`src/rtl/alu_flags_pipe.sv`:
```
// ---------------------------------------------------------------------------
// alu_flags_pipe
//   Two-stage pipelined ALU with status flags, a stored carry for
//   multi-word ADC/SBC chains and a sticky signed-overflow flag.
//
//   Stage 1 registers the accepted {op, x, y}. The result is computed
//   combinationally from stage 1 and captured into stage 2 on the S1->S2
//   transfer. Stage 2 drives z and the flags.
//
// Ports
//   clk, rst_n          rising-edge clock, synchronous active-low reset
//   in_valid/in_ready   operand handshake (op, x, y)
//   out_valid/out_ready result handshake (z + flags)
//   op                  000 ADD, 001 ADC, 010 SUB, 011 SBC,
//                       100 AND, 101 OR,  110 XOR, 111 PASS
//   z                   result
//   sign, zero, carry, parity, overflow   flags of z
//   carry_q             stored carry consumed by ADC/SBC
//   ovf_sticky          set by any overflowing result, cleared by flag_clr
//   flag_clr            clears carry_q and ovf_sticky
//   s1_busy, s2_busy    stage occupancy, exposed for checkers
//
// Handshake: a transfer happens on a rising edge where valid & ready are
// both 1. A producer holds valid and its payload stable until the transfer;
// ready may depend combinationally on the downstream ready, never on valid.
// While out_valid & ~out_ready the outputs do not change.
// ---------------------------------------------------------------------------
module alu_flags_pipe #(
    parameter int WIDTH = 16
) (
    input  logic             clk,
    input  logic             rst_n,
    input  logic             in_valid,
    output logic             in_ready,
    input  logic [2:0]       op,
    input  logic [WIDTH-1:0] x,
    input  logic [WIDTH-1:0] y,
    output logic             out_valid,
    input  logic             out_ready,
    output logic [WIDTH-1:0] z,
    output logic             sign,
    output logic             zero,
    output logic             carry,
    output logic             parity,
    output logic             overflow,
    output logic             carry_q,
    output logic             ovf_sticky,
    input  logic             flag_clr,
    output logic             s1_busy,
    output logic             s2_busy
);

    localparam logic [2:0] OP_ADD  = 3'b000;
    localparam logic [2:0] OP_ADC  = 3'b001;
    localparam logic [2:0] OP_SUB  = 3'b010;
    localparam logic [2:0] OP_SBC  = 3'b011;
    localparam logic [2:0] OP_AND  = 3'b100;
    localparam logic [2:0] OP_OR   = 3'b101;
    localparam logic [2:0] OP_XOR  = 3'b110;
    localparam logic [2:0] OP_PASS = 3'b111;

    // Stage 1 registers
    logic             s1_valid;
    logic [2:0]       s1_op;
    logic [WIDTH-1:0] s1_x;
    logic [WIDTH-1:0] s1_y;

    // Stage 2 occupancy
    logic             s2_valid;

    // Ready chain
    logic s2_rdy;
    logic s1_rdy;
    logic accept;
    logic xfer;

    assign s2_rdy   = ~s2_valid | out_ready;
    assign s1_rdy   = ~s1_valid | s2_rdy;
    assign in_ready = s1_rdy;
    assign accept   = in_valid & s1_rdy;
    assign xfer     = s1_valid & s2_rdy;

    assign out_valid = s2_valid;
    assign s1_busy   = s1_valid;
    assign s2_busy   = s2_valid;

    // Combinational compute from stage 1
    logic             c_arith;
    logic [WIDTH-1:0] c_b;
    logic             c_cin;
    logic [WIDTH:0]   c_sum;
    logic [WIDTH-1:0] c_z;
    logic             c_carry;
    logic             c_ovf;

    always_comb begin
        c_arith = ~s1_op[2];
        // SUB/SBC add the inverted subtrahend; op[1] selects subtraction
        c_b     = s1_op[1] ? ~s1_y : s1_y;
        c_cin   = 1'b0;
        case (s1_op)
            OP_ADD:  c_cin = 1'b0;
            OP_ADC:  c_cin = carry_q;
            OP_SUB:  c_cin = 1'b1;
            OP_SBC:  c_cin = carry_q;
            default: c_cin = 1'b0;
        endcase
        c_sum = {1'b0, s1_x} + {1'b0, c_b} + {{WIDTH{1'b0}}, c_cin};

        c_z = '0;
        case (s1_op)
            OP_AND:  c_z = s1_x & s1_y;
            OP_OR:   c_z = s1_x | s1_y;
            OP_XOR:  c_z = s1_x ^ s1_y;
            OP_PASS: c_z = s1_x;
            default: c_z = c_sum[WIDTH-1:0];
        endcase

        c_carry = c_arith & c_sum[WIDTH];
        // Signed overflow: operands agree in sign but the result does not
        c_ovf   = c_arith & (s1_x[WIDTH-1] == c_b[WIDTH-1])
                          & (c_sum[WIDTH-1] != s1_x[WIDTH-1]);
    end

    // Stage 1
    always_ff @(posedge clk) begin
        if (!rst_n) begin
            s1_valid <= 1'b0;
            s1_op    <= '0;
            s1_x     <= '0;
            s1_y     <= '0;
        end else begin
            if (accept) begin
                s1_valid <= 1'b1;
                s1_op    <= op;
                s1_x     <= x;
                s1_y     <= y;
            end else if (xfer) begin
                s1_valid <= 1'b0;
            end
        end
    end

    // Stage 2 result and flags
    always_ff @(posedge clk) begin
        if (!rst_n) begin
            s2_valid <= 1'b0;
            z        <= '0;
            sign     <= 1'b0;
            zero     <= 1'b0;
            carry    <= 1'b0;
            parity   <= 1'b0;
            overflow <= 1'b0;
        end else begin
            if (xfer) begin
                s2_valid <= 1'b1;
                z        <= c_z;
                sign     <= c_z[WIDTH-1];
                zero     <= ~|c_z;
                carry    <= c_carry;
                parity   <= ~^c_z;
                overflow <= c_ovf;
            end else if (out_ready) begin
                s2_valid <= 1'b0;
            end
        end
    end

    // Stored carry and sticky overflow. An arithmetic transfer wins over
    // flag_clr: the new carry is written and the sticky takes this op's
    // overflow. Logic ops never overflow, so they only matter via flag_clr.
    always_ff @(posedge clk) begin
        if (!rst_n) begin
            carry_q    <= 1'b0;
            ovf_sticky <= 1'b0;
        end else begin
            if (xfer && c_arith) begin
                carry_q <= c_carry;
                if (flag_clr) begin
                    ovf_sticky <= c_ovf;
                end else if (c_ovf) begin
                    ovf_sticky <= 1'b1;
                end
            end else if (flag_clr) begin
                carry_q    <= 1'b0;
                ovf_sticky <= 1'b0;
            end
        end
    end

endmodule

```
`config.mk`:
```
export PLATFORM = sky130hd
export DESIGN_NAME = alu_flags_pipe
export DESIGN_NICKNAME = d
export VERILOG_FILES = /design/src/rtl/alu_flags_pipe.sv
export SDC_FILE = /design/constraint.sdc
export NUM_CORES = 1
export LEC_CHECK = 0
export CORE_ASPECT_RATIO = 1.75
export CORE_MARGIN = 2
export CORE_UTILIZATION = 49
export DETAILED_ROUTE_END_ITERATION = 7
export PLACE_DENSITY_LB_ADDON = 0.2
export SYNTH_ARGS = -nofsm -noshare
export SYNTH_HDL_FRONTEND = slang
export SYNTH_SLANG_ARGS = --single-unit
```
`constraint.sdc`:
```
create_clock -name clk -period 4.3 [get_ports clk]
set_input_delay 0.43 -clock clk [delete_from_list [all_inputs] [get_ports clk]]
set_output_delay 0.43 -clock clk [all_outputs]
set_load 0.02 [all_outputs]
```
==> results by group, run 1 <==
CTS
  • Buffer count from post-CTS setup fixing: 0
  • Maximum count of clock buffers along a single path: 2
  • Clock net sink count: 59
  • Clock-pin slew on the worst setup and hold paths: 0.05 ns
  • # resized after CTS: 0
  • CTS tree: done
  • Buffer cell driving the clock tree root: sky130_fd_sc_hd__clkbuf_16
  • Depth of the CTS H-tree: 3
  • CTS buffer count: 9
  • Insertion delay to the later sink of the worst-skew pair: 0.33 ns
  • Number of hold buffers added after CTS: 0

Hold path
  • Hold Crit Start: parity$_SDFFE_PN0P_
  • Type of the worst min-delay path: flop to flop
  • Min-Delay Path Depth: 2
  • Worst min-delay path endpoint: parity$_SDFFE_PN0P_

Drt
  • Drt pass-1 iters: 4
  • Number of DRC violations after detailed routing: 0
  • Total number of vias: 3,578
  • Routed Antenna Nets: 0
  • Wirelength, routed: 9400 um
  • Per-cell routed wire length: 13.6 um
  • Count of routing violations after the opening detailed-route iteration: 114
  • Via density per instance: 5.19

Critical path
  • Crit path cell chain: buf_4 > xor2_1 > fa_1 > a21oi_1 > o211ai_2 > a31o_1 > a31o_1 > xor2_1 > nand2_1 > and2_1 > ha_1 > xnor2_1 > xnor2_1 > xnor2_1 > nand2_1 > a21oi_1
  • Cell with the most instances on the worst path: sky130_fd_sc_hd__xnor2_1
  • WP data arrival: 4.08 ns
  • CP max stage cell: sky130_fd_sc_hd__fa_1
  • Worst Setup End Kind: flop
  • Reg2reg end: parity$_SDFFE_PN0P_
  • Worst Path Class, Setup: flop to flop
  • Startpoint Class: flop
  • Crit path largest cell delay: 0.45 ns
  • Top fanout value on the critical path: 32
  • R2R setup slack: 0.47 ns
  • Data required, critical path: 4.55 ns
  • Count of cells along the worst register-to-register path: 16
  • Beginning of the worst register-to-register path: s1_op[1]$_SDFFE_PN0P_

Timing
  • Worst Clk Skew: 0.00479 ns
  • Part of the cycle the worst path needs: 89.0%
  • Final total negative setup slack: 0 ns
  • Worst slew pin tran: 0.543 ns
  • Fmax achieved: 261 MHz
  • Setup violations, final: 0
  • Minimum clock period after layout: 3.83 ns
  • Number of max-slew violations in the final report: 0
  • Relative slew margins: 63.7%
  • Final hold vios: 0
  • Setup repair after global routing missed its margin: false

Final layout
  • Filler Cell Count: 785
  • Non-Filler Instances: 690
  • Total Nets Final: 665
  • Area delta synth->final: 24.0%
  • Share of post-route cells with drive strength above 1: 8.03%
  • Ant diodes: 0

Flow run
  • Max capacitance violation total: 0

Global route
  • Met1 global-route usage: 24.0%
  • Pin count of the biggest net entering global routing: 36
  • Met3 Resource Use GR: 4.50%
  • Most Crowded Layer GR: met2
  • Global route total overflow: 0
  • All-layer global routing usage: 22.1%
  • Initial antenna violation count: 0
  • Met2 demand-to-capacity share in global routing: 39.9%
  • First-pass GRT wire length: 16,200 um
  • Vias in the first global route: 3,639

Floorplan
  • Total I/O pin count: 67
  • Die width: 74.5 um
  • Height of the die: 127 um
  • Standard-cell row count: 45
  • Effective utilization at floorplan: 49.8%
  • Standard cell core area: 8560 sq um
  • Die Area: 9490 sq um

Synthesis
  • Sequential area share after synthesis: 27.7%
  • Number of distinct library cells after synthesis: 45
  • Fraction of registers with async set or reset after synthesis: 0%
  • Yosys warning total: 0
  • Gate count of the mapped netlist: 512
  • Post-Syn Area: 4260 sq um
  • Per-instance average area after synthesis: 8.32 sq um
  • Number of enable flip-flop cells after synthesis: 0
  • Total of flip-flops plus latches after synthesis: 59
  • Synth Flop Type: sky130_fd_sc_hd__dfxtp_1
  • Post-Syn Nets: 609

Place
  • Final weighted congestion of routability-driven global placement: 0.905
  • HPWL Detailed: 7220 um
  • Number of buffers added on ports: 66
  • Number of instances in the placed design: 674

Power and ir drop
  • Standby leakage power: 2.37 nW
  • Worst vdd rail ir drop: 0.254 mV
  • PwrDens: 346 nW/um^2

Status
  • Status: finished clean
[critical path, delay by kind of cell, from the launching register on]
| family | cells | cell delay [ns] |
|---|---|---|
| AO/OA/AOI/OAI | 5 | 1.08 |
| XOR/XNOR | 5 | 0.79 |
| adder cells (fa/ha/maj) | 2 | 0.75 |
| buffers and inverters | 1 | 0.44 |
| flip-flops | 1 | 0.37 |
| AND/OR/NAND/NOR | 3 | 0.31 |
[layer usage]
| metal | vias up | part of all wire [%] |
|---|---|---|
| met5 | - | 0 |
| met4 | 0 | 2.6 |
| met3 | 20 | 3.4 |
| met2 | 66 | 55 |
| met1 | 1653 | 39 |
| li1 | 1839 | - |
[Yosys cell counts, drive strengths merged (2+ instances only)]
master	count	area share, %
a211oi	8	1.4
a21o	3	0.53
a21oi	64	7.7
a31o	2	0.41
a31oi	6	1.2
a32o	2	0.47
and2	5	0.73
and3	2	0.29
buf	10	1.5
clkbuf	18	1.6
dfxtp	59	28
fa	2	0.94
ha	55	16
inv	53	4.7
mux2i	7	1.6
mux4	16	8.5
nand2	95	8.4
nand2b	2	0.29
nand3	7	0.82
nand4	3	0.44
nor2	24	2.1
nor2b	4	0.59
nor3	2	0.23
o21ai	17	2.1
or3	2	0.29
xnor2	12	2.5
xor2	23	4.7
[worst max-delay path by stage]
stage / from / to / depth (start not counted)
after floorplan: s1_op[1]$_SDFFE_PN0P_ / parity$_SDFFE_PN0P_ / 20
after global routing: s1_op[1]$_SDFFE_PN0P_ / parity$_SDFFE_PN0P_ / 16
after detailed placement: s1_op[1]$_SDFFE_PN0P_ / parity$_SDFFE_PN0P_ / 16
after global placement: s1_op[1]$_SDFFE_PN0P_ / parity$_SDFFE_PN0P_ / 16
final: s1_op[1]$_SDFFE_PN0P_ / parity$_SDFFE_PN0P_ / 16
after CTS: s1_op[1]$_SDFFE_PN0P_ / parity$_SDFFE_PN0P_ / 16
[per-stage QoR]
stage               cell area (sq um)  util (%)  setup WS [ns]  power [mW]  hold WS, ns
floorplan                        4260         -         0.0219        1.01        0.476
detailed placement               4990      58.3          0.464        1.16        0.448
finish                           5280      61.7          0.474        1.83        0.452
CTS                              5280      61.7          0.437        1.85        0.456
global route                     5280      61.7          0.125        1.93        0.489
global placement                 4990      58.3          0.573        1.14        0.448
[kinds of logic (layout without fill, tap and decap cells)]
logic type               after synthesis  count (layout)  share of synthesized area (%)
XOR/XNOR                              35              35                           7.19
AND/OR/NAND/NOR                      149             149                           14.9
AO/OA/AOI/OAI                        108             108                           15.3
flip-flops                            59              59                           27.7
adder cells (fa/ha/maj)               57              57                           17.1
multiplexers                          23              23                           10.1
buffers and inverters                 81             142                           7.72
[power breakdown]
part	total, mW	internal, mW	switching [mW]
registers	0.614	0.582	0.0316
clock network	0.684	0.451	0.233
logic	0.529	0.260	0.269
[sequential cells by signal (all words and copies together) (netlist names), 3 cells and up]
signal  cells
s1_x       16
s1_op       3
s1_y       16
z          16
[cells in the final DEF (no fill, tap or decap), types with 2 or more instances in the layout]
master | netlist | final
sky130_fd_sc_hd__xnor2_1 | 12 | 12
sky130_fd_sc_hd__nand2_1 | 94 | 94
sky130_fd_sc_hd__mux2i_1 | 7 | 7
sky130_fd_sc_hd__clkbuf_8 | 0 | 4
sky130_fd_sc_hd__xor2_1 | 23 | 23
sky130_fd_sc_hd__clkbuf_1 | 18 | 2
sky130_fd_sc_hd__or3_1 | 2 | 2
sky130_fd_sc_hd__nand4_1 | 3 | 3
sky130_fd_sc_hd__nand2b_1 | 2 | 2
sky130_fd_sc_hd__nand3_1 | 7 | 7
sky130_fd_sc_hd__and2_1 | 5 | 5
sky130_fd_sc_hd__nor3_1 | 2 | 2
sky130_fd_sc_hd__a31oi_1 | 5 | 5
sky130_fd_sc_hd__a31o_1 | 2 | 2
sky130_fd_sc_hd__nor2b_1 | 4 | 4
sky130_fd_sc_hd__a21oi_2 | 2 | 2
sky130_fd_sc_hd__clkbuf_16 | 0 | 9
sky130_fd_sc_hd__buf_4 | 3 | 7
sky130_fd_sc_hd__inv_1 | 52 | 52
sky130_fd_sc_hd__clkdlybuf4s50_1 | 0 | 66
sky130_fd_sc_hd__and3_1 | 2 | 2
sky130_fd_sc_hd__o21ai_0 | 14 | 14
sky130_fd_sc_hd__a211oi_1 | 8 | 8
sky130_fd_sc_hd__a21oi_1 | 62 | 62
sky130_fd_sc_hd__a32o_1 | 2 | 2
sky130_fd_sc_hd__ha_1 | 55 | 55
sky130_fd_sc_hd__o21ai_1 | 2 | 2
sky130_fd_sc_hd__nor2_1 | 24 | 24
sky130_fd_sc_hd__fa_1 | 2 | 2
sky130_fd_sc_hd__dfxtp_1 | 59 | 59
sky130_fd_sc_hd__a21o_1 | 3 | 3
sky130_fd_sc_hd__mux4_2 | 16 | 16
[final cells by class]
class / count / area (sq um) / area share [%]
timing repair buffer: 73 / 713 / 13.5
tap: 117 / 146 / 2.77
inverter: 53 / 199 / 3.77
sequential: 59 / 1180 / 22.4
multi-input combinational: 372 / 2750 / 52.1
clock inverter: 1 / 5.00 / 0.0947
clock buffer: 15 / 288 / 5.45
Power figures use the tool's default switching activity.
==> run 2, diff against run 1 <==
CORE_UTILIZATION = 59   (was 49)
clock period = 4.7 ns   (was 4.3 ns; I/O delays follow)
==> run 2 against run 1 <==
  * Clock-buffer cell count unchanged
  * First-iteration DRC count up 34%
  * Flip-flop and latch count unchanged
  * Sequential power down 8.5%
  * Clock power down 7.7%
  * Die area down 16%
  * Via count up 3.4%
  * Combinational power down 4.7%
  * Power down 7.1%
  * Largest cell class unchanged
  * Largest power group unchanged
  * Highest routed layer unchanged
==> results by group, run 2 (synthesis results as in run 1) <==
Status
  • Status: finished clean

CTS
  • Clock net sink count: 59 (unchanged)
  • CTS tree: done
  • CTS buffer count: 9 (unchanged)
  • Buffer count from post-CTS setup fixing: 0 (unchanged)
  • Insertion delay to the later sink of the worst-skew pair: 0.34 ns (about the same)
  • Maximum count of clock buffers along a single path: 2 (unchanged)
  • Number of hold buffers added after CTS: 0 (unchanged)
  • Clock-pin slew on the worst setup and hold paths: 0.05 ns (about the same)
  • # resized after CTS: 0 (unchanged)
  • Depth of the CTS H-tree: 3 (unchanged)
  • Buffer cell driving the clock tree root: sky130_fd_sc_hd__clkbuf_16

Timing
  • Final Hold Slack: 0.459 ns (+0.00708 ns)
  • Worst slew pin tran: 1.22 ns (+0.672 ns)
  • Setup violations, final: 0 (unchanged)
  • Minimum clock period after layout: 4.10 ns (+0.273 ns)
  • Relative slew margins: 19.0% (-45 points)
  • Final hold vios: 0 (unchanged)
  • Part of the cycle the worst path needs: 87.2% (-1.8 points)
  • Setup repair after global routing missed its margin: false
  • Fmax achieved: 244 MHz (-6.7%)
  • Number of max-slew violations in the final report: 0 (unchanged)
  • Worst Clk Skew: 0.00543 ns (+0.000642 ns)
  • Final total negative setup slack: 0 ns (unchanged)
  • Post-layout worst setup margin: 0.601 ns (+0.127 ns)

Final layout
  • Most frequent standard cell in the layout excluding fill and tap cells: sky130_fd_sc_hd__nand2_1
  • Share of post-route cells with drive strength above 1: 7.87% (-0.16 points)
  • Top library cells by usage in the layout, fill and taps aside: sky130_fd_sc_hd__nand2_1 (94), sky130_fd_sc_hd__clkdlybuf4s50_1 (66), sky130_fd_sc_hd__a21oi_1 (62), sky130_fd_sc_hd__dfxtp_1 (59), sky130_fd_sc_hd__ha_1 (55)
  • Largest registers in the final layout: s1_x (16), s1_y (16), z (16)
  • Non-Filler Instances: 658 (-4.6%)
  • Post-Route Utilization: 73.5% (+12 points)
  • Area delta synth->final: 22.9%
  • Ant diodes: 0 (unchanged)
  • Total Nets Final: 664 (-0.15%)

Global route
  • All-layer global routing usage: 27.1% (+5.0 points)
  • Vias in the first global route: 3,609 (-0.82%)
  • First-pass GRT wire length: 16,100 um (-0.89%)
  • Global route total overflow: 0 (unchanged)
  • Pin count of the biggest net entering global routing: 48 (+33%)
  • Initial antenna violation count: 0 (unchanged)

Place
  • Number of buffers added on ports: 66 (unchanged)
  • HPWL Detailed: 7160 um (-0.76%)
  • Post-Place Worst Slack: 0.759 ns (+0.295 ns)
  • Final weighted congestion of routability-driven global placement: 0.915 (+1.1%)
  • Number of instances in the placed design: 642 (-4.7%)

Floorplan
  • Effective utilization at floorplan: 59.8% (+10 points)
  • Die width: 68.2 um (-8.4%)
  • Height of the die: 116 um (-8.6%)
  • Standard-cell row count: 41 (-8.9%)
  • Die Area: 7950 sq um (-16%)
  • Standard cell core area: 7130 sq um (-17%)
  • Total I/O pin count: 67 (unchanged)

Drt
  • Routed Antenna Nets: 0 (unchanged)
  • Per-cell routed wire length: 14.7 um (+8.0%)
  • Wirelength, routed: 9680 um (+2.9%)
  • Drt pass-1 iters: 4 (unchanged)
  • Number of DRC violations after detailed routing: 0 (unchanged)
  • Count of routing violations after the opening detailed-route iteration: 153 (+34%)
  • Total number of vias: 3,700 (+3.4%)
  • Via density per instance: 5.62 (+8.4%)

Critical path
  • Top fanout value on the critical path: 9 (-72%)
  • Data required, critical path: 4.96 ns (+0.41 ns)
  • Startpoint Class: flop
  • Worst Setup End Kind: flop
  • WP data arrival: 4.36 ns (+0.28 ns)
  • Worst Path Class, Setup: flop to flop

Hold path
  • Type of the worst min-delay path: flop to flop

Power and ir drop
  • Standby leakage power: 2.37 nW (-0.18%)
  • Worst vdd rail ir drop: 0.274 mV (+7.8%)
  • PwrDens: 324 nW/um^2 (-6.3%)

Flow run
  • Max capacitance violation total: 0 (unchanged)
## run 2: changes by cell type in the layout (fill, tap and decap cells not counted), sizes merged
cell and change:
buf -1
## run 2: area by class of cell
cell class | count | area [sq um]
multi-input combinational | 372 | 2750
fill | 564 | 1890
sequential | 59 | 1180
timing repair buffer | 72 | 706
clock buffer | 15 | 288
inverter | 53 | 199
tap | 86 | 108
clock inverter | 1 | 5.00
## run 2: where the power goes
group | total [mW] | leakage [nW] | switching (mW) | internal [mW]
clock network | 0.631 | 0.146 | 0.219 | 0.413
logic | 0.504 | 1.74 | 0.266 | 0.238
registers | 0.562 | 0.485 | 0.0293 | 0.532
## run 2: final timing paths
check	start	endpoint	slack, ns	cells past startpoint
max	s1_op[1]$_SDFFE_PN0P_	parity$_SDFFE_PN0P_	0.60	17
min	carry$_SDFFE_PN0P_	carry$_SDFFE_PN0P_	0.46	2
max reg2reg	s1_op[1]$_SDFFE_PN0P_	parity$_SDFFE_PN0P_	0.60	17
min reg2reg	carry$_SDFFE_PN0P_	carry$_SDFFE_PN0P_	0.46	2
## run 2: layer usage
metal	part of all wire, %	GRT usage (%)	wire, um	up-vias
met4	3.4	13.6	327	0
met1	37	27.9	3580	1731
met2	55	49.3	5350	107
met3	4.3	6.17	415	28
met5	0	0	0	-
li1	-	-	-	1834
## run 2: critical path, stage by stage (launching register included)
cell	delay, ns
sky130_fd_sc_hd__dfxtp_1	0.31
sky130_fd_sc_hd__buf_4	0.18
sky130_fd_sc_hd__xor2_1	0.18
sky130_fd_sc_hd__fa_1	0.43
sky130_fd_sc_hd__fa_1	0.41
sky130_fd_sc_hd__a21oi_1	0.29
sky130_fd_sc_hd__o211ai_2	0.17
sky130_fd_sc_hd__a31o_1	0.27
sky130_fd_sc_hd__a31o_1	0.25
sky130_fd_sc_hd__xor2_1	0.14
sky130_fd_sc_hd__nand2_1	0.09
sky130_fd_sc_hd__and2_1	0.17
sky130_fd_sc_hd__ha_1	0.30
sky130_fd_sc_hd__xnor2_1	0.25
sky130_fd_sc_hd__xnor2_1	0.18
sky130_fd_sc_hd__xnor2_1	0.16
sky130_fd_sc_hd__nand2_1	0.08
sky130_fd_sc_hd__a21oi_1	0.15
## run 2: stage by stage
step / cell area (sq um) / power, mW
after floorplan: 4260 / 0.922
after CTS: 5240 / 1.71
after global placement: 4940 / 1.04
after global routing: 5240 / 1.78
final: 5240 / 1.70
after detailed placement: 4940 / 1.06
==> run 3, diff against run 2 <==
ABC_CLOCK_PERIOD_IN_PS = 4700   (was not set)
==> results of run 3 <==
Same layout as run 2: the final DEF is identical, and so are final timing and power.
